[config.mk]
export PLATFORM = sky130hd
export DESIGN_NAME = hazard_scoreboard_flat
export DESIGN_NICKNAME = d
export VERILOG_FILES = /design/src/rtl/hazard_scoreboard_pkg.sv /design/src/rtl/hazard_scoreboard_if.sv /design/src/rtl/hazard_scoreboard_pend_counter.sv /design/src/rtl/hazard_scoreboard.sv /design/src/flat_wrapper.sv
export SDC_FILE = /design/constraint.sdc
export NUM_CORES = 1
export LEC_CHECK = 0
export CAP_MARGIN = 25
export CELL_PAD_IN_SITES_DETAIL_PLACEMENT = 1
export CELL_PAD_IN_SITES_GLOBAL_PLACEMENT = 2
export CORE_ASPECT_RATIO = 2
export CORE_MARGIN = 3
export CORE_UTILIZATION = 25
export CTS_BUF_LIST = sky130_fd_sc_hd__clkbuf_16
export CTS_CLUSTER_DIAMETER = 40
export CTS_CLUSTER_SIZE = 24
export DETAILED_ROUTE_END_ITERATION = 16
export GPL_TIMING_DRIVEN = 0
export PLACE_DENSITY_LB_ADDON = 0.1
export SKIP_CTS_REPAIR_TIMING = 1
export SLEW_MARGIN = 10
export SYNTH_ARGS = -nofsm -noshare
export SYNTH_HDL_FRONTEND = slang
export SYNTH_SLANG_ARGS = --single-unit
[constraint.sdc]
create_clock -name clk -period 5.3 [get_ports clk]
set_input_delay 1.06 -clock clk [delete_from_list [all_inputs] [get_ports clk]]
set_output_delay 1.06 -clock clk [all_outputs]
set_load 0.01 [all_outputs]
[src/rtl/hazard_scoreboard_pkg.sv]
`default_nettype none
// ============================================================================
// Module  : hazard_scoreboard_pkg
// Purpose : Shared pipeline constants and types for the ID-stage hazard
//           scoreboard and the EXE-stage forwarding unit.
// Contents: NUM_REGS / REG_W / CNT_W constants, register-index typedef,
//           hazard-mode encoding of forward_En.
// Revision: 1.0  initial release
// ============================================================================
package hazard_scoreboard_pkg;

  localparam int NUM_REGS = 16;  // architectural registers tracked
  localparam int REG_W    = 4;   // log2(NUM_REGS)
  localparam int CNT_W    = 2;   // per-register in-flight write counter width

  typedef logic [REG_W-1:0] reg_idx_t;

  // Meaning of forward_En, shared with the forwarding unit so both blocks
  // agree on which hazards the bypass network can cover.
  typedef enum logic {
    HZ_STALL_ALL = 1'b0,  // no bypass: any pending write stalls
    HZ_LOAD_USE  = 1'b1   // bypass on: only a load in EXE stalls
  } hz_mode_e;

endpackage : hazard_scoreboard_pkg
`default_nettype wire

[src/rtl/hazard_scoreboard_if.sv]
`default_nettype none
// ============================================================================
// Module  : hazard_scoreboard_if
// Purpose : Bundle of ID-stage issue, WB-stage retire and status signals
//           between the pipeline control (master) and the scoreboard (slave).
// Ports   : master drives forward_En, src1/src2/use_src2, issue_*, retire_*;
//           slave drives hazard, pending_mask, err_overflow, err_underflow.
// Revision: 1.0  initial release
// ============================================================================
interface hazard_scoreboard_if
  import hazard_scoreboard_pkg::*;
#(
  parameter int NUM_REGS = hazard_scoreboard_pkg::NUM_REGS
);

  logic                forward_En;
  reg_idx_t            src1;
  reg_idx_t            src2;
  logic                use_src2;
  logic                issue_valid;
  logic                issue_wbEn;
  logic                issue_memRead;
  reg_idx_t            issue_dest;
  logic                retire_wbEn;
  reg_idx_t            retire_dest;
  logic                hazard;
  logic [NUM_REGS-1:0] pending_mask;
  logic                err_overflow;
  logic                err_underflow;

  modport master (
    output forward_En, src1, src2, use_src2,
    output issue_valid, issue_wbEn, issue_memRead, issue_dest,
    output retire_wbEn, retire_dest,
    input  hazard, pending_mask, err_overflow, err_underflow
  );

  modport slave (
    input  forward_En, src1, src2, use_src2,
    input  issue_valid, issue_wbEn, issue_memRead, issue_dest,
    input  retire_wbEn, retire_dest,
    output hazard, pending_mask, err_overflow, err_underflow
  );

endinterface : hazard_scoreboard_if
`default_nettype wire

[src/rtl/hazard_scoreboard_pend_counter.sv]
`default_nettype none
// ============================================================================
// Module  : pend_counter
// Purpose : Saturating up/down counter of in-flight writes to one register.
// Ports   : clk, rst (async active-low), inc, dec -> count,
//           err_ovf (inc onto saturated count), err_unf (dec onto zero).
//           Error outputs are single-cycle strobes; stickiness lives above.
// Revision: 1.0  initial release
// ============================================================================
module pend_counter #(
  parameter int CNT_W = 2
) (
  input  wire logic             clk,
  input  wire logic             rst,
  input  wire logic             inc,
  input  wire logic             dec,
  output logic      [CNT_W-1:0] count,
  output logic                  err_ovf,
  output logic                  err_unf
);

  localparam logic [CNT_W-1:0] C_MAX  = {CNT_W{1'b1}};
  localparam logic [CNT_W-1:0] C_ZERO = '0;

  // inc & dec together cancel: one write enters EXE as another leaves WB.
  logic up_only;
  logic dn_only;
  assign up_only = inc & ~dec;
  assign dn_only = dec & ~inc;

  assign err_ovf = up_only & (count == C_MAX);
  assign err_unf = dn_only & (count == C_ZERO);

  always_ff @(posedge clk or negedge rst) begin
    if (!rst) begin
      count <= C_ZERO;
    end else if (up_only && count != C_MAX) begin
      count <= count + 1'b1;
    end else if (dn_only && count != C_ZERO) begin
      count <= count - 1'b1;
    end
  end

endmodule : pend_counter
`default_nettype wire

[src/rtl/hazard_scoreboard.sv]
`default_nettype none
// ============================================================================
// Module  : hazard_scoreboard
// Purpose : ID-stage scoreboard of register writes in flight (EXE/MEM/WB).
//           Requests a stall when an ID source cannot be supplied: load-use
//           only with forwarding on, any pending write with forwarding off.
// Ports   : clk, rst (async active-low), sb (hazard_scoreboard_if.slave):
//           issue/retire/source inputs in, hazard / pending_mask /
//           err_overflow / err_underflow out.
// Revision: 1.0  initial release
// ============================================================================
module hazard_scoreboard
  import hazard_scoreboard_pkg::*;
#(
  parameter int NUM_REGS = hazard_scoreboard_pkg::NUM_REGS,
  parameter int REG_W    = hazard_scoreboard_pkg::REG_W,
  parameter int CNT_W    = hazard_scoreboard_pkg::CNT_W
) (
  input wire logic       clk,
  input wire logic       rst,
  hazard_scoreboard_if.slave sb
);

  logic [CNT_W-1:0]    pend [NUM_REGS];
  logic [NUM_REGS-1:0] inc;
  logic [NUM_REGS-1:0] dec;
  logic [NUM_REGS-1:0] ovf;
  logic [NUM_REGS-1:0] unf;
  logic [NUM_REGS-1:0] nonzero;

  logic                issue_fire;
  logic                exe_load_valid;
  logic [REG_W-1:0]    exe_load_dest;
  logic                err_ovf_q;
  logic                err_unf_q;

  logic [REG_W-1:0]    s1;
  logic [REG_W-1:0]    s2;
  logic [CNT_W-1:0]    eff1;
  logic [CNT_W-1:0]    eff2;
  logic                hz_load_use;
  logic                hz_stall_all;
  hz_mode_e            mode;

  assign s1   = sb.src1;
  assign s2   = sb.src2;
  assign mode = hz_mode_e'(sb.forward_En);

  // hazard never depends on the issue inputs, so gating issue with it
  // forms no combinational loop.
  assign issue_fire = sb.issue_valid & sb.issue_wbEn & ~sb.hazard;

  generate
    for (genvar r = 0; r < NUM_REGS; r++) begin : g_pend
      assign inc[r]     = issue_fire  & (sb.issue_dest  == REG_W'(r));
      assign dec[r]     = sb.retire_wbEn & (sb.retire_dest == REG_W'(r));
      assign nonzero[r] = (pend[r] != '0);

      pend_counter #(
        .CNT_W (CNT_W)
      ) u_pend_counter (
        .clk     (clk),
        .rst     (rst),
        .inc     (inc[r]),
        .dec     (dec[r]),
        .count   (pend[r]),
        .err_ovf (ovf[r]),
        .err_unf (unf[r])
      );
    end : g_pend
  endgenerate

  // The register file writes in WB while ID reads, so a write retiring this
  // cycle no longer blocks its reader: subtract it before testing for zero.
  always_comb begin
    eff1 = pend[s1] - CNT_W'(dec[s1]);
    eff2 = pend[s2] - CNT_W'(dec[s2]);
    hz_stall_all = (eff1 != '0) | (sb.use_src2 & (eff2 != '0));
    hz_load_use  = exe_load_valid &
                   ((exe_load_dest == s1) | (sb.use_src2 & (exe_load_dest == s2)));
  end

  // Held low during reset so a stall never leaks out of a resetting core.
  assign sb.hazard = rst & ((mode == HZ_LOAD_USE) ? hz_load_use : hz_stall_all);

  // A load occupies EXE for exactly one cycle after it issues.
  always_ff @(posedge clk or negedge rst) begin
    if (!rst) begin
      exe_load_valid <= 1'b0;
      exe_load_dest  <= '0;
      err_ovf_q      <= 1'b0;
      err_unf_q      <= 1'b0;
    end else begin
      exe_load_valid <= issue_fire & sb.issue_memRead;
      exe_load_dest  <= sb.issue_dest;
      err_ovf_q      <= err_ovf_q | (|ovf);
      err_unf_q      <= err_unf_q | (|unf);
    end
  end

  assign sb.pending_mask  = nonzero;
  assign sb.err_overflow  = err_ovf_q;
  assign sb.err_underflow = err_unf_q;

endmodule : hazard_scoreboard
`default_nettype wire

[src/flat_wrapper.sv]
// flat-port wrapper written by rule: the top's interface ports become plain ports
module hazard_scoreboard_flat import hazard_scoreboard_pkg::*;
#(
  parameter int NUM_REGS = hazard_scoreboard_pkg::NUM_REGS,
  parameter int REG_W    = hazard_scoreboard_pkg::REG_W,
  parameter int CNT_W    = hazard_scoreboard_pkg::CNT_W
)
  (clk, rst, sb_forward_En, sb_src1, sb_src2, sb_use_src2, sb_issue_valid, sb_issue_wbEn, sb_issue_memRead, sb_issue_dest, sb_retire_wbEn, sb_retire_dest, sb_hazard, sb_pending_mask, sb_err_overflow, sb_err_underflow);
  hazard_scoreboard_if #(.NUM_REGS(NUM_REGS)) sb_i ();
  input wire logic clk;
  input wire logic rst;
  input wire logic [$bits(sb_i.forward_En)-1:0] sb_forward_En;
  input wire logic [$bits(sb_i.src1)-1:0] sb_src1;
  input wire logic [$bits(sb_i.src2)-1:0] sb_src2;
  input wire logic [$bits(sb_i.use_src2)-1:0] sb_use_src2;
  input wire logic [$bits(sb_i.issue_valid)-1:0] sb_issue_valid;
  input wire logic [$bits(sb_i.issue_wbEn)-1:0] sb_issue_wbEn;
  input wire logic [$bits(sb_i.issue_memRead)-1:0] sb_issue_memRead;
  input wire logic [$bits(sb_i.issue_dest)-1:0] sb_issue_dest;
  input wire logic [$bits(sb_i.retire_wbEn)-1:0] sb_retire_wbEn;
  input wire logic [$bits(sb_i.retire_dest)-1:0] sb_retire_dest;
  output wire logic [$bits(sb_i.hazard)-1:0] sb_hazard;
  output wire logic [$bits(sb_i.pending_mask)-1:0] sb_pending_mask;
  output wire logic [$bits(sb_i.err_overflow)-1:0] sb_err_overflow;
  output wire logic [$bits(sb_i.err_underflow)-1:0] sb_err_underflow;
  assign sb_i.forward_En = sb_forward_En;
  assign sb_i.src1 = sb_src1;
  assign sb_i.src2 = sb_src2;
  assign sb_i.use_src2 = sb_use_src2;
  assign sb_i.issue_valid = sb_issue_valid;
  assign sb_i.issue_wbEn = sb_issue_wbEn;
  assign sb_i.issue_memRead = sb_issue_memRead;
  assign sb_i.issue_dest = sb_issue_dest;
  assign sb_i.retire_wbEn = sb_retire_wbEn;
  assign sb_i.retire_dest = sb_retire_dest;
  assign sb_hazard = sb_i.hazard;
  assign sb_pending_mask = sb_i.pending_mask;
  assign sb_err_overflow = sb_i.err_overflow;
  assign sb_err_underflow = sb_i.err_underflow;
  hazard_scoreboard #(.NUM_REGS(NUM_REGS), .REG_W(REG_W), .CNT_W(CNT_W)) u_core (.clk(clk), .rst(rst), .sb(sb_i));
endmodule
==> impl_metrics.sql, run 1 <==
INSERT INTO impl_metrics (metric_group, metric, value, unit) VALUES
('status', 'status', 'completed', ''),
('finish', 'seqCellArea', '976', 'µm²'),
('sta', 'finalSetupTns', '0', 'ns'),
('sta', 'finalHoldViolations', '0', ''),
('finish', 'mostFrequentLayoutCells', 'sky130_fd_sc_hd__nor2_1, sky130_fd_sc_hd__dfrtp_1, sky130_fd_sc_hd__nand2_1', ''),
('routing', 'drt-pass1-iter-count', '4', ''),
('critical_path', 'crit_family', 'buffers and inverters', ''),
('floorplan', 'core_region_area', '12700', 'µm²'),
('sta', 'max_slew.worst_pin.slew', '0.758', 'ns'),
('finish', 'insertedDiodeCount', '0', ''),
('critical_path', 'reg2reg_depth', '10', ''),
('floorplan', 'area_enclosed_by_the_die_boundary', '14600', 'µm²'),
('routing', 'wl_per_cell', '23.8', 'µm'),
('synth', 'synth_area', '3280', 'µm²'),
('critical_path', 'worst-path-buf-inv', '4', ''),
('critical_path', 'cp.depth', '10', ''),
('critical_path', 'regToRegStartpoint', 'u_core.g_pend[3].u_pend_counter.count[1]$_DFFE_PN0P_', ''),
('global_routing', 'initial_antenna_violation_count', '0', ''),
('synth', 'sequential_share_of_the_synthesized_area', '29.7', '%'),
('finish', 'multi_input_area', '2170', 'µm²'),
('finish', 'fillCellCount', '1526', ''),
('clock_tree', 'cts.clk_slew.worst_paths', '0.06', 'ns'),
('critical_path', 'setup.worst_path.class', 'in2out', ''),
('floorplan', 'die_h', '168', 'µm'),
('power_and_ir_drop', 'worst_ir_drop_vdd', '0.136', 'mV'),
('sta', 'rsz0062_at_grt', 'false', ''),
('place', 'numPortBuffers', '34', ''),
('sta', 'timing_max_transition_violations_final', '0', ''),
('critical_path', 'worst_ep_required_time', '4.24', 'ns'),
('finish', 'postLayoutCoreUtil', '31.2', '%'),
('critical_path', 'critPathMaxStageDelay', '0.57', 'ns'),
('finish', 'synthToLayoutAreaGrowth', '20.7', '%'),
('synth', 'synth-edff-count', '0', ''),
('synth', 'async_flop_share', '100', '%'),
('global_routing', 'grt_pass1_wl', '21400', 'µm'),
('sta', 'relSlewSlack', '49.1', '%'),
('routing', 'route.vias.total', '3350', ''),
('routing', 'wirelength', '13900', 'µm'),
('clock_tree', 'cts-root-buf', 'sky130_fd_sc_hd__clkbuf_16', ''),
('critical_path', 'critPathCapture', 'sb_hazard', ''),
('clock_tree', 'clkSinkCount', '39', ''),
('clock_tree', 'cts_made_buffers', '5', ''),
('critical_path', 'critical-path-slowest-cell', 'sky130_fd_sc_hd__clkdlybuf4s50_1', ''),
('synth', 'synthesis.nets', '416', ''),
('sta', 'final.setup_skew', '0.00716', 'ns'),
('critical_path', 'crit_path_start', 'sb_src1[0]', ''),
('clock_tree', 'cts_tree', 'built', ''),
('global_routing', 'grt_start_max_net_pins', '30', ''),
('place', 'routabilityCongestion', '0.893', ''),
('hold_path', 'holdCritPathClass', 'reg2reg', ''),
('critical_path', 'worstSetupStartpointType', 'input port', ''),
('synth', 'syn-mean-instance-area', '8.38', 'µm²'),
('clock_tree', 'clk-insertion-delay-late', '0.29', 'ns'),
('finish', 'final_area', '3960', 'µm²'),
('finish', 'layout-drive-gt1-share', '11.0', '%'),
('sta', 'post-route-min-period', '5.10', 'ns'),
('finish', 'number_of_nets_in_the_layout', '458', ''),
('power_and_ir_drop', 'leakage', '1.45', 'nW'),
('sta', 'achievable-frequency', '196', 'MHz'),
('critical_path', 'timing.critical_path.fanout_max', '10', ''),
('routing', 'via_per_inst', '5.73', ''),
('floorplan', 'num_io_pins', '43', ''),
('clock_tree', 'cts.path.max_buffers', '2', ''),
('global_routing', 'grt.total_usage', '19.7', '%'),
('clock_tree', 'htree_num_levels', '2', ''),
('routing', 'drc_errors', '0', ''),
('synth', 'ys.flop_type', 'sky130_fd_sc_hd__dfrtp_1', ''),
('sta', 'setup-violations-final', '0', ''),
('global_routing', 'via_count_of_the_first_global_routing_pass', '3602', ''),
('job', 'drv_cap', '0', ''),
('synth', 'synthCells', '392', '');
==> metrics by stage <==
| stage | cells | setup slack, ns | hold WS (ns) | total power [mW] |
|---|---|---|---|---|
| after CTS | 585 | 0.206 | 0.539 | 1.12 |
| final | 585 | 0.196 | 0.522 | 1.10 |
| after detailed placement | 577 | 0.221 | 0.525 | 0.817 |
| after global placement | 576 | -0.689 | 0.518 | 0.811 |
| after global routing | 585 | 0.0355 | 0.568 | 1.17 |
| after floorplan | 392 | 1.13 | 0.492 | 0.626 |
==> cells by family after synthesis <==
logic type	Yosys count	synth area share, %
AOI/OAI and AO/OA	111	22.3
xor gates and xnor gates	17	4.53
buffers and inverters	35	4.23
DFF	39	29.7
muxes	25	14.2
and+or+nand+nor	165	25.0
==> worst register-to-register path, stage by stage, from the launching register on <==
cell and delay (ns):
sky130_fd_sc_hd__dfrtp_1 0.51, sky130_fd_sc_hd__mux4_2 0.49, sky130_fd_sc_hd__mux2_2 0.27, sky130_fd_sc_hd__o31ai_1 0.24, sky130_fd_sc_hd__o2111ai_1 0.25, sky130_fd_sc_hd__o21ai_4 0.41
sky130_fd_sc_hd__inv_2 0.12, sky130_fd_sc_hd__o31ai_2 0.45, sky130_fd_sc_hd__o22ai_1 0.24, sky130_fd_sc_hd__or3_1 0.41, sky130_fd_sc_hd__or4_1 0.53
==> registers in the layout, indices dropped and copies added (netlist names) <==
register,flops
u_core.exe_load_dest,4
u_core.g_pend.u_pend_counter.count,32
u_core.exe_load_valid,1
u_core.sb.err_overflow,1
u_core.sb.err_underflow,1
==> synthesized netlist by cell type, drive strengths merged (3+ instances only) <==
master   count  area (µm²)
nor4         6        37.5
mux2i        6        60.1
or3          5        31.3
o21a         6        45.0
nor2        39         146
xor2        10        87.6
o21bai       3        22.5
nand2b       6        37.5
nand4       13        81.3
a21boi       4        30.0
xnor2        7        61.3
o2111ai      3        26.3
inv         19        71.3
or2         14        87.6
dfrtp       39         976
a31oi        8        50.1
nand2       35         131
a22oi        3        22.5
buf          4        22.5
mux4        17         383
a21oi       29         145
nand3       19        95.1
nor2b        7        43.8
o211ai       8        60.1
a31o         3        26.3
clkbuf      12        45.0
o31ai        4        40.0
o21ai       24         131
nor3        10        50.1
==> where the power goes <==
group          internal, mW  switching (mW)
clock network         0.170           0.127
registers             0.342          0.0977
logic                 0.193           0.175
==> metal layers <==
| metal | vias to the layer above | track usage (%) | wire [µm] |
|---|---|---|---|
| li1 | 1550 | - | - |
| met1 | 1670 | 21.3 | 5010 |
| met2 | 96 | 35.8 | 7550 |
| met3 | 34 | 2.15 | 533 |
| met4 | 0 | 11.1 | 800 |
| met5 | - | 0 | 0 |
==> worst min path at each step <==
stage | endpoint | slack, ns | cells past startpoint | startpoint
floorplan | u_core.g_pend[11].u_pend_counter.count[0]$_DFFE_PN0P_ | 0.49 | 1 | u_core.g_pend[11].u_pend_counter.count[0]$_DFFE_PN0P_
global placement | u_core.sb.err_overflow$_DFF_PN0_ | 0.52 | 2 | u_core.sb.err_overflow$_DFF_PN0_
detailed placement | u_core.sb.err_overflow$_DFF_PN0_ | 0.52 | 2 | u_core.sb.err_overflow$_DFF_PN0_
CTS | u_core.sb.err_overflow$_DFF_PN0_ | 0.54 | 2 | u_core.sb.err_overflow$_DFF_PN0_
global route | u_core.sb.err_overflow$_DFF_PN0_ | 0.57 | 2 | u_core.sb.err_overflow$_DFF_PN0_
finish | u_core.sb.err_overflow$_DFF_PN0_ | 0.52 | 2 | u_core.sb.err_overflow$_DFF_PN0_
==> final cells by class <==
type | count | area share (%)
Multi-Input combinational cell | 318 | 54.7
Sequential cell | 39 | 24.6
Timing Repair Buffer | 35 | 8.96
Tap cell | 150 | 4.73
Clock buffer | 5 | 3.16
Inverter | 19 | 1.80
Buffer | 16 | 1.70
Clock inverter | 3 | 0.284
Power figures use the tool's default switching activity.
==> run 2: changes to the inputs <==
clock period = 5.6 ns   (was 5.3 ns; I/O delays follow)
==> results of run 2 <==
Same layout as run 1 (identical final DEF). Status: completed.
Among the figures that moved: setup slack after placement 0.221 ns -> 0.401 ns; setup slack after layout 0.196 ns -> 0.376 ns; register-to-register setup slack 1.25 ns -> 1.55 ns; total power 1.10 mW -> 1.04 mW; worst IR drop on VDD 0.136 mV -> 0.128 mV
